--- src/rtl/jelly_bean_tasting_master.sv ---
// ---------------------------------------------------------------------------
// jelly_bean_types: shared bus encodings for the jelly bean bus.
//
// jelly_bean_tasting_master: bus initiator for the jelly bean taster.
//   It takes one order at a time on a valid/ready request port. For each
//   order it drives a WRITE cycle, then READ_LATENCY-1 NO_OP wait cycles,
//   then a READ cycle, and captures the taster's taste. The result is
//   returned on a valid/ready response port. Saturating YUMMY/YUCKY tallies
//   count the delivered results.
//
// Ports
//   clk, rst_n                  bus clock, asynchronous active-low reset
//   req_valid/req_ready         order handshake
//   req_flavor/color/sugar_free/sour   order fields
//   rsp_valid/rsp_ready         result handshake
//   rsp_taste, rsp_flavor       captured taste and the flavour of its order
//   flavor/color/sugar_free/sour/command   bus outputs to the taster
//   taste                       bus taste from the taster
//   yummy_cnt, yucky_cnt        saturating tallies of delivered results
//   busy                        master is not idle
// ---------------------------------------------------------------------------
package jelly_bean_types;
    typedef enum logic [2:0] {
        NO_FLAVOR  = 3'd0,
        APPLE      = 3'd1,
        BLUEBERRY  = 3'd2,
        BUBBLE_GUM = 3'd3,
        CHOCOLATE  = 3'd4
    } flavor_e;

    typedef enum logic [1:0] {
        RED   = 2'd0,
        GREEN = 2'd1,
        BLUE  = 2'd2
    } color_e;

    typedef enum logic [1:0] {
        NO_OP = 2'd0,
        READ  = 2'd1,
        WRITE = 2'd2
    } command_e;

    typedef enum logic [1:0] {
        UNKNOWN = 2'd0,
        YUMMY   = 2'd1,
        YUCKY   = 2'd2
    } taste_e;
endpackage

module jelly_bean_tasting_master
    import jelly_bean_types::*;
#(
    parameter int unsigned READ_LATENCY = 1,
    parameter int unsigned CNT_W        = 16
) (
    input  logic             clk,
    input  logic             rst_n,
    // order request
    input  logic             req_valid,
    output logic             req_ready,
    input  logic [2:0]       req_flavor,
    input  logic [1:0]       req_color,
    input  logic             req_sugar_free,
    input  logic             req_sour,
    // tasting response
    output logic             rsp_valid,
    input  logic             rsp_ready,
    output logic [1:0]       rsp_taste,
    output logic [2:0]       rsp_flavor,
    // jelly bean bus
    output logic [2:0]       flavor,
    output logic [1:0]       color,
    output logic             sugar_free,
    output logic             sour,
    output logic [1:0]       command,
    input  logic [1:0]       taste,
    // status
    output logic [CNT_W-1:0] yummy_cnt,
    output logic [CNT_W-1:0] yucky_cnt,
    output logic             busy
);

    typedef enum logic [2:0] {
        S_IDLE,
        S_WRITE,
        S_WAIT,
        S_READ,
        S_RESP
    } state_e;

    typedef struct packed {
        logic [2:0] flavor;
        logic [1:0] color;
        logic       sugar_free;
        logic       sour;
    } order_t;

    // WAIT lasts READ_LATENCY-1 cycles; the counter runs 0 .. READ_LATENCY-2.
    localparam int unsigned WAIT_W    = (READ_LATENCY > 2) ? $clog2(READ_LATENCY - 1) : 1;
    localparam int unsigned WAIT_LAST = (READ_LATENCY > 1) ? READ_LATENCY - 2 : 0;
    localparam logic [CNT_W-1:0] CNT_MAX = {CNT_W{1'b1}};

    state_e              state, state_nxt;
    order_t              order_q;
    logic [WAIT_W-1:0]   wait_cnt;
    logic                accept;
    logic                rsp_hs;
    logic                bus_active;

    assign accept    = req_valid && (state == S_IDLE);
    assign rsp_hs    = rsp_ready && (state == S_RESP);
    assign req_ready = (state == S_IDLE);
    assign rsp_valid = (state == S_RESP);
    assign busy      = (state != S_IDLE);

    // -----------------------------------------------------------------------
    // State register
    // -----------------------------------------------------------------------
    always_ff @(posedge clk or negedge rst_n) begin
        if (!rst_n) begin
            state <= S_IDLE;
        end else begin
            state <= state_nxt;
        end
    end

    // -----------------------------------------------------------------------
    // Next-state and bus outputs
    // -----------------------------------------------------------------------
    always_comb begin
        state_nxt  = state;
        bus_active = 1'b0;
        command    = NO_OP;
        unique case (state)
            S_IDLE: begin
                if (req_valid) begin
                    // NO_FLAVOR orders never touch the bus
                    state_nxt = (req_flavor != NO_FLAVOR) ? S_WRITE : S_RESP;
                end
            end
            S_WRITE: begin
                bus_active = 1'b1;
                command    = WRITE;
                state_nxt  = (READ_LATENCY > 1) ? S_WAIT : S_READ;
            end
            S_WAIT: begin
                bus_active = 1'b1;
                if (wait_cnt == WAIT_W'(WAIT_LAST)) begin
                    state_nxt = S_READ;
                end
            end
            S_READ: begin
                bus_active = 1'b1;
                command    = READ;
                state_nxt  = S_RESP;
            end
            S_RESP: begin
                if (rsp_ready) begin
                    state_nxt = S_IDLE;
                end
            end
            default: begin
                state_nxt = S_IDLE;
            end
        endcase
    end

    // Outside an access the bus rests at NO_OP/NO_FLAVOR so the taster holds.
    assign flavor     = bus_active ? order_q.flavor     : NO_FLAVOR;
    assign color      = bus_active ? order_q.color      : 2'd0;
    assign sugar_free = bus_active ? order_q.sugar_free : 1'b0;
    assign sour       = bus_active ? order_q.sour       : 1'b0;

    // -----------------------------------------------------------------------
    // Wait-cycle counter
    // -----------------------------------------------------------------------
    always_ff @(posedge clk or negedge rst_n) begin
        if (!rst_n) begin
            wait_cnt <= '0;
        end else if (state == S_WAIT) begin
            wait_cnt <= wait_cnt + WAIT_W'(1);
        end else begin
            wait_cnt <= '0;
        end
    end

    // -----------------------------------------------------------------------
    // Order latch and response capture
    // -----------------------------------------------------------------------
    always_ff @(posedge clk or negedge rst_n) begin
        if (!rst_n) begin
            order_q    <= '0;
            rsp_taste  <= UNKNOWN;
            rsp_flavor <= '0;
        end else begin
            if (accept) begin
                order_q    <= '{flavor:     req_flavor,
                                color:      req_color,
                                sugar_free: req_sugar_free,
                                sour:       req_sour};
                rsp_flavor <= req_flavor;
                if (req_flavor == NO_FLAVOR) begin
                    rsp_taste <= UNKNOWN;
                end
            end
            // taste is sampled at the edge that closes the READ cycle
            if (state == S_READ) begin
                rsp_taste <= taste;
            end
        end
    end

    // -----------------------------------------------------------------------
    // Saturating tallies, counted only on a delivered response
    // -----------------------------------------------------------------------
    always_ff @(posedge clk or negedge rst_n) begin
        if (!rst_n) begin
            yummy_cnt <= '0;
            yucky_cnt <= '0;
        end else if (rsp_hs) begin
            if (rsp_taste == YUMMY && yummy_cnt != CNT_MAX) begin
                yummy_cnt <= yummy_cnt + CNT_W'(1);
            end
            if (rsp_taste == YUCKY && yucky_cnt != CNT_MAX) begin
                yucky_cnt <= yucky_cnt + CNT_W'(1);
            end
        end
    end

endmodule

--- config.mk ---
export PLATFORM = sky130hd
export DESIGN_NAME = jelly_bean_tasting_master
export DESIGN_NICKNAME = d
export VERILOG_FILES = /design/src/rtl/jelly_bean_tasting_master.sv
export SDC_FILE = /design/constraint.sdc
export NUM_CORES = 1
export LEC_CHECK = 0
export ABC_AREA = 0
export CORE_MARGIN = 2
export CORE_UTILIZATION = 50
export CTS_BUF_LIST = sky130_fd_sc_hd__clkbuf_4 sky130_fd_sc_hd__clkbuf_8
export DETAILED_ROUTE_END_ITERATION = 6
export PLACE_DENSITY = 0.83
export SKIP_CTS_REPAIR_TIMING = 1
export SLEW_MARGIN = 20
export SYNTH_ARGS = -nofsm -noshare
export SYNTH_HDL_FRONTEND = slang
export SYNTH_SLANG_ARGS = --single-unit
--- constraint.sdc ---
create_clock -name clk -period 2.21 [get_ports clk]
set_clock_uncertainty 0.1 [all_clocks]
set_input_delay 0.442 -clock clk [delete_from_list [all_inputs] [get_ports clk]]
set_output_delay 0.442 -clock clk [all_outputs]
set_load 0.03 [all_outputs]
==> results of run 1 <==
-- worst max path at each step --
stage                 startpoint       endpoint  slack (ns)  cells past startpoint
floorplan               state[2]     order_q[0]        0.04                      6
global placement       rsp_ready  yummy_cnt[11]        0.02                      5
detailed placement     rsp_ready   yummy_cnt[9]      -0.004                      5
CTS                     state[0]       color[0]       -0.22                      5
global route        yucky_cnt[0]   yucky_cnt[4]        0.03                      6
finish              yummy_cnt[7]   yummy_cnt[7]        0.14                      1
-- power by group --
| group | internal (uW) | switching [uW] | total [uW] |
|---|---|---|---|
| Sequential | 972 | 133 | 1100 |
| Combinational | 630 | 723 | 1350 |
| Clock | 329 | 273 | 602 |
| Total | 1930 | 1130 | 3060 |
-- metal layers --
metal,vias up,GRT usage (%)
met1,874,25.8
met4,0,9.43
met5,-,0
met3,6,4.22
li1,858,-
met2,65,32.3
-- area by class of cell --
| class | instances | area share (%) |
|---|---|---|
| Clock buffer | 5 | 2.22 |
| Timing Repair Buffer | 73 | 23.8 |
| Tap cell | 52 | 2.10 |
| Clock inverter | 2 | 1.13 |
| Multi-Input combinational cell | 146 | 34.3 |
| Inverter | 2 | 0.242 |
| Sequential cell | 45 | 36.3 |
-- cell families (layout without fill, tap and decap cells) --
kind of cell | Yosys count | in the layout | share of synthesized area [%]
buffers and inverters | 11 | 82 | 3.21
xor gates and xnor gates | 31 | 31 | 12.0
adders and majority gates | 2 | 2 | 1.11
and+or+nand+nor | 98 | 98 | 27.5
DFF | 45 | 45 | 49.8
muxes | 9 | 9 | 4.48
AOI/OAI and AO/OA | 6 | 6 | 1.88
-- registers in the layout (all words and copies together), names as in the netlist --
signal / flops
yucky_cnt: 16
yummy_cnt: 16
order_q: 7
state: 3
rsp_taste: 2
wait_cnt: 1
-- per-stage QoR --
step | total power (uW) | util [%] | instance area [sq um]
4_1_cts | 3120 | 70.6 | 3070
6_report | 3060 | 71.3 | 3100
3_5_place_dp | 2520 | 68.2 | 2970
5_1_grt | 3230 | 71.3 | 3100
2_1_floorplan | 2000 | - | 2260
3_3_place_gp | 2490 | 68.2 | 2970
-- worst register-to-register path: stages (launching register included) --
cell                      delay [ns]
sky130_fd_sc_hd__dfrtp_1        0.43
sky130_fd_sc_hd__ha_1           0.22
sky130_fd_sc_hd__nand3_1        0.14
sky130_fd_sc_hd__nor4_1         0.54
sky130_fd_sc_hd__buf_4          0.25
sky130_fd_sc_hd__nor4_1         0.06
sky130_fd_sc_hd__xor2_1         0.14
-- cell usage after synthesis --
cell | count | share of area, %
sky130_fd_sc_hd__buf_6 | 2 | 1.0
sky130_fd_sc_hd__nand4_1 | 10 | 2.8
sky130_fd_sc_hd__nor2b_1 | 1 | 0.28
sky130_fd_sc_hd__nor4_2 | 2 | 1.1
sky130_fd_sc_hd__o21ai_0 | 1 | 0.22
sky130_fd_sc_hd__dfrtp_1 | 45 | 50
sky130_fd_sc_hd__nor4_1 | 12 | 3.3
sky130_fd_sc_hd__or3_1 | 1 | 0.28
sky130_fd_sc_hd__a21o_1 | 1 | 0.33
sky130_fd_sc_hd__or3_4 | 1 | 0.50
sky130_fd_sc_hd__and2_1 | 9 | 2.5
sky130_fd_sc_hd__ha_1 | 2 | 1.1
sky130_fd_sc_hd__nand3_1 | 7 | 1.5
sky130_fd_sc_hd__nand2_1 | 14 | 2.3
sky130_fd_sc_hd__or3b_2 | 1 | 0.39
sky130_fd_sc_hd__buf_2 | 4 | 0.88
sky130_fd_sc_hd__and4_1 | 2 | 0.77
sky130_fd_sc_hd__o21bai_1 | 1 | 0.33
sky130_fd_sc_hd__and4bb_4 | 1 | 0.72
sky130_fd_sc_hd__and3_1 | 5 | 1.4
sky130_fd_sc_hd__inv_1 | 2 | 0.33
sky130_fd_sc_hd__xnor2_1 | 1 | 0.39
sky130_fd_sc_hd__a22o_1 | 2 | 0.77
sky130_fd_sc_hd__nand4_4 | 1 | 0.94
sky130_fd_sc_hd__a21oi_1 | 1 | 0.22
sky130_fd_sc_hd__nor2_1 | 8 | 1.3
sky130_fd_sc_hd__xor2_1 | 30 | 12
sky130_fd_sc_hd__nor3b_1 | 4 | 1.3
sky130_fd_sc_hd__nor3_1 | 13 | 2.9
sky130_fd_sc_hd__and3b_1 | 1 | 0.39
sky130_fd_sc_hd__nor4_4 | 1 | 0.94
sky130_fd_sc_hd__nand3b_4 | 1 | 0.88
sky130_fd_sc_hd__nor4b_1 | 1 | 0.39
sky130_fd_sc_hd__mux2_2 | 9 | 4.5
sky130_fd_sc_hd__nand2b_1 | 1 | 0.28
sky130_fd_sc_hd__nand3b_1 | 1 | 0.33
sky130_fd_sc_hd__buf_4 | 3 | 1.0
==> out/metrics.csv, run 1 <==
stage,metric,value,unit
outcome,result of the run,"finished, final reports clean",
detailed_routing,first-pass iteration count of the detailed router,4,
cells_and_area,final std cells w/o fill,325,
cts,total clock sinks,45,
critical_path,terminus of the critical flop-to-flop path,yucky_cnt[9],
critical_path,CP top delay family,buffers and inverters,
detailed_routing,total length of routed met2 wires,2360,um
critical_path,chain of cells forming the critical path,clkdlybuf4s50_1,
cells_and_area,Antenna Cells,0,
cells_and_area,highest-count cells in the layout ignoring fill and taps,"48 x sky130_fd_sc_hd__clkdlybuf4s50_1, 45 x sky130_fd_sc_hd__dfrtp_1, 30 x sky130_fd_sc_hd__xor2_1, 14 x sky130_fd_sc_hd__nand2_1, 13 x sky130_fd_sc_hd__nor3_1",
sta,worst relative slew slack,60.1,%
sta,setup TNS,0,ns
global_routing,wire length of the first global-routing pass,8060,um
sta,maximum clock rate,484,MHz
cells_and_area,area growth from synthesis to layout,37.2,%
floorplan,die width,71.3,um
cells_and_area,layout net count,288,
synthesis,average instance area after synthesis,11.2,sq um
detailed_routing,antenna violation net count after detailed routing,0,
critical_path,master of the slowest instance on the critical path,sky130_fd_sc_hd__clkdlybuf4s50_1,
cts,CTS H-Tree Depth,2,
sta,final number of hold-violating endpoints,0,
power,ratio of total power to cell area,986,mW/mm^2
sta,Final min period,2.07,ns
detailed_routing,remaining design rule violation count,0,
cells_and_area,proportion of layout cells with a drive suffix above 1,13.6,%
sta,worst path setup slack after routing,0.142,ns
cts,Root Buffer,sky130_fd_sc_hd__clkbuf_8,
critical_path,WP data arrival,1.53,ns
cells_and_area,area used by multi-input combinational logic,0.00106,sq mm
placed_design,weighted congestion at the end of routability-driven global placement,0.870,
cts,clock transition at the registers of the reported paths,0.08,ns
sta,Worst Max-Slew Pin Slew,0.594,ns
cts,CTS tree,done,
critical_path,critical path start-end classification,reg2out,
floorplan,Die Height,71.3,um
floorplan,number of core rows,24,
critical_path,kind of start point of the critical path,register,
detailed_routing,DRC marker count from the first detailed-route iteration,72,
placed_design,total instance count after detailed placement,318,
critical_path,R2R depth,6,
synthesis,synthesized flop and latch total,45,
detailed_routing,top routing layer in use,met4,
cells_and_area,fillers,322,
sta,unrepaired setup endpoints after global routing,false,
global_routing,antenna violations before repair,0,
synthesis,syn nets,217,
cts,Skew-Pair Late Insertion Delay,0.30,ns
synthesis,number of warnings printed during yosys synthesis,0,
detailed_routing,detailed-route vias per instance,5.55,
critical_path,kind of end point of the critical path,primary output,
floorplan,initial core utilization,52.0,%
synthesis,post-synthesis instance area,0.00226,sq mm
critical_path,Critical R2R Launch,yucky_cnt[0],
global_routing,global router's overall resource usage,20.0,%
synthesis,number of distinct standard cells referenced by the synthesized netlist,37,
floorplan,floorplan die area,0.00508,sq mm
floorplan,core region area,0.00435,sq mm
global_routing,maximum number of pins on one net before global-route repair,24,
detailed_routing,routed metal-1 wirelength,2060,um
critical_path,data required time at the worst endpoint,1.67,ns
min_path,worst min-delay path category,in2async,
job,Max Cap Viol,0,
cells_and_area,area occupied by registers,0.00113,sq mm
critical_path,critical path buffer and inverter count,1,
global_routing,via count of the first global-routing pass,1769,
synthesis,sequential-to-total area share from yosys stat,49.8,%
placed_design,setup slack after placement,-0.00417,ns
cts,number of buffers created by CTS,5,
cells_and_area,"most common cell after layout, fill and taps aside",sky130_fd_sc_hd__clkdlybuf4s50_1,
detailed_routing,DR WL/cell,14.9,um
critical_path,largest stage delay on the critical path,0.73,ns
detailed_routing,amount of wire on met3 after detailed routing,351,um
sta,worst hold slack across all endpoints,0.0145,ns
detailed_routing,final wirelength,4840,um
detailed_routing,Via Count,1803,
power,reported leakage power,0.00166,uW
synthesis,Gate Count Post-Synth,202,
floorplan,Top-Level Pins,62,
placed_design,Port-buffer cells,61,
sta,Final period util,93.6,%
sta,number of pins exceeding their max-slew limit in the final report,0,
power,maximum vdd ir drop,0.000450,V
placed_design,post-DP HPWL,3540,um
global_routing,aggregate global routing overflow,0,
critical_path,"critical path fanouts, max",7,
sta,count of final setup violators,0,
cts,maximum clock path buffer count,2,
critical_path,Register-to-Register Setup Slack,0.20,ns
(Power assumes the default switching activity.)
==> run 2: changes to the inputs <==
Settings changed: ABC_CLOCK_PERIOD_IN_PS from default to 2470, CORE_UTILIZATION 50 to 53, PLACE_DENSITY 0.83 to 0.87.
Clock period 2.21 ns to 2.47 ns, I/O delays scaled along.
==> run 2 against run 1 <==
Effect of this change: flip-flop and latch count did not move; count of clock-buffer cells in the layout did not move; global-route usage rose by 1.2 points.
==> out/metrics.csv, run 2 (synthesis results as in run 1) <==
stage,metric,value,unit,change
global_routing,Global Route met2 Usage,34.5,%,+2.2 points
global_routing,aggregate global routing overflow,0,,unchanged
detailed_routing,final wirelength,4690,um,-3.0%
detailed_routing,detailed-route vias per instance,5.51,,-0.63%
outcome,result of the run,"finished, final reports clean",,
floorplan,die width,69.3,um,-2.7%
cts,clock transition at the registers of the reported paths,0.08,ns,about the same
cells_and_area,area used by multi-input combinational logic,0.00107,sq mm,+0.24%
critical_path,Critical R2R Launch,yummy_cnt[0],,
floorplan,initial core utilization,55.8,%,+3.8 points
sta,unrepaired setup endpoints after global routing,false,,
cells_and_area,area growth from synthesis to layout,34.6,%,
power,maximum vdd ir drop,0.000581,V,+29%
global_routing,antenna violations before repair,0,,unchanged
detailed_routing,first-pass iteration count of the detailed router,4,,unchanged
critical_path,kind of start point of the critical path,register,,
power,reported leakage power,0.00158,uW,-4.5%
critical_path,R2R depth,5,,-1
global_routing,global router's overall resource usage,21.2,%,+1.2 points
floorplan,Top-Level Pins,62,,unchanged
cells_and_area,highest-count cells in the layout ignoring fill and taps,"50 x sky130_fd_sc_hd__clkdlybuf4s50_1, 43 x sky130_fd_sc_hd__dfrtp_1, 30 x sky130_fd_sc_hd__xor2_1, 14 x sky130_fd_sc_hd__nand2_1, 13 x sky130_fd_sc_hd__nor3_1",,
critical_path,critical path start-end classification,reg2out,,
placed_design,"Cell Area, Placed",0.00288,sq mm,-3.0%
power,Switch Pwr,1010,uW,-11%
critical_path,terminus of the critical flop-to-flop path,yummy_cnt[1],,
global_routing,global routing's busiest layer,met2,,
critical_path,"critical path fanouts, max",10,,+3
cts,maximum clock path buffer count,2,,unchanged
floorplan,number of core rows,23,,-4.2%
power,combinational power share,40.7,%,-3.5 points
power,ratio of total power to cell area,920,mW/mm^2,-6.7%
cts,total clock sinks,45,,unchanged
detailed_routing,antenna violation net count after detailed routing,0,,unchanged
cells_and_area,area occupied by registers,0.00113,sq mm,+0.22%
sta,number of pins exceeding their max-slew limit in the final report,0,,unchanged
global_routing,via count of the first global-routing pass,1779,,+0.57%
power,final total power,2800,uW,-8.5%
sta,Worst Max-Slew Pin Slew,0.527,ns,-0.0666 ns
cts,CTS H-Tree Depth,2,,unchanged
global_routing,wire length of the first global-routing pass,8350,um,+3.6%
critical_path,kind of end point of the critical path,primary output,,
critical_path,data required time at the worst endpoint,1.88,ns,+0.21 ns
job,Max Cap Viol,0,,unchanged
placed_design,post-DP HPWL,3340,um,-5.6%
sta,final number of hold-violating endpoints,0,,unchanged
cells_and_area,layout net count,278,,-3.5%
detailed_routing,remaining design rule violation count,0,,unchanged
cells_and_area,"most common cell after layout, fill and taps aside",sky130_fd_sc_hd__clkdlybuf4s50_1,,
floorplan,floorplan die area,0.00481,sq mm,-5.4%
placed_design,Port-buffer cells,61,,unchanged
floorplan,Die Height,69.3,um,-2.7%
placed_design,weighted congestion at the end of routability-driven global placement,0.856,,-1.6%
global_routing,met3 Resource Use GR,5.81,%,+1.6 points
cts,number of buffers created by CTS,5,,unchanged
detailed_routing,Via Count,1731,,-4.0%
critical_path,WP data arrival,1.76,ns,+0.23 ns
critical_path,Critical Path End,command[0],,
cells_and_area,proportion of layout cells with a drive suffix above 1,11.7,%,-1.8 points
cts,Skew-Pair Late Insertion Delay,0.29,ns,about the same
cells_and_area,registers with the most flip-flops,"yucky_cnt: 16 flops, yummy_cnt: 16 flops, order_q: 7 flops",,
floorplan,core region area,0.00406,sq mm,-6.8%
power,sequential share of power,36.5,%,+0.4 points
cts,CTS tree,done,,
power,clock network power share,22.7,%,+3.0 points
cells_and_area,Layout Cell Area excl Fill,0.00304,sq mm,-1.9%
sta,worst relative slew slack,64.6,%,+4.5 points
power,Int Pwr,1790,uW,-7.1%
detailed_routing,DR WL/cell,14.9,um,+0.40%
cts,Root Buffer,sky130_fd_sc_hd__clkbuf_8,,
cells_and_area,fillers,276,,-14%
sta,count of final setup violators,0,,unchanged
sta,Final min period,2.35,ns,
min_path,worst min-delay path category,in2async,,
power,Net Sw Frac,36.0,%,-0.91 points
global_routing,maximum number of pins on one net before global-route repair,46,,+92%
sta,Final period util,95.3,%,
critical_path,Register-to-Register Setup Slack,0.48,ns,+0.28 ns
critical_path,Worst Setup SP,state[2],,
cells_and_area,Antenna Cells,0,,unchanged
sta,maximum clock rate,425,MHz,
global_routing,global-route met1 utilization,28.0,%,+2.3 points
detailed_routing,DRC marker count from the first detailed-route iteration,50,,-31%
run 2: cell count changes in the layout (fill, tap and decap cells not counted), sizes merged:
cell and change:
clkdlybuf4s50 +2, dlymetal6s2s -2, buf -10, bufinv +1
run 2: area by class of cell:
class | count | share of cell area (%)
Sequential cell | 45 | 37.1
Multi-Input combinational cell | 146 | 35.0
Timing Repair Buffer | 63 | 21.2
Clock buffer | 5 | 2.26
Clock inverter | 3 | 2.14
Tap cell | 50 | 2.06
Inverter | 2 | 0.247
run 2: critical path: stages (launching register included):
cell                              delay (ns)
sky130_fd_sc_hd__dfrtp_1                0.49
sky130_fd_sc_hd__and3b_1                0.31
sky130_fd_sc_hd__clkdlybuf4s50_1        0.68
run 2: worst min-delay path by stage:
| stage | startpoint | end | cells past startpoint |
|---|---|---|---|
| 2_1_floorplan | rst_n | order_q[0] | 0 |
| 3_3_place_gp | yucky_cnt[15] | yucky_cnt[15] | 1 |
| 3_5_place_dp | yucky_cnt[15] | yucky_cnt[15] | 1 |
| 4_1_cts | rst_n | yummy_cnt[11] | 2 |
| 5_1_grt | rst_n | yummy_cnt[11] | 2 |
| 6_report | rst_n | yummy_cnt[10] | 2 |
run 2: stage by stage:
| step | hold WS (ns) | utilization, % | TNS [ns] | setup WS (ns) | cells |
|---|---|---|---|---|---|
| detailed placement | 0.380 | 71.0 | 0 | 0.138 | 306 |
| floorplan | 0.0984 | - | 0 | 0.300 | 202 |
| CTS | 0.180 | 74.3 | -1.10 | -0.166 | 314 |
| global route | 0.207 | 75.0 | 0 | 0.0267 | 314 |
| global placement | 0.379 | 71.0 | 0 | 0.195 | 306 |
| finish | 0.166 | 75.0 | 0 | 0.117 | 314 |
run 2: per-layer routing:
metal  up-vias  part of all wire (%)
li1        845                     -
met1       828                    46
met2        54                    49
met3         4                   4.8
met4         0                   1.1
met5         -                     0
run 2: power groups by stage:
stage / Clock (uW) / Sequential, uW / Combinational, uW
after global placement: 0 / 1020 / 1140
final: 637 / 1020 / 1140
after global routing: 694 / 1050 / 1210
after floorplan: 0 / 1040 / 749
after CTS: 650 / 1020 / 1170
after detailed placement: 0 / 1030 / 1160
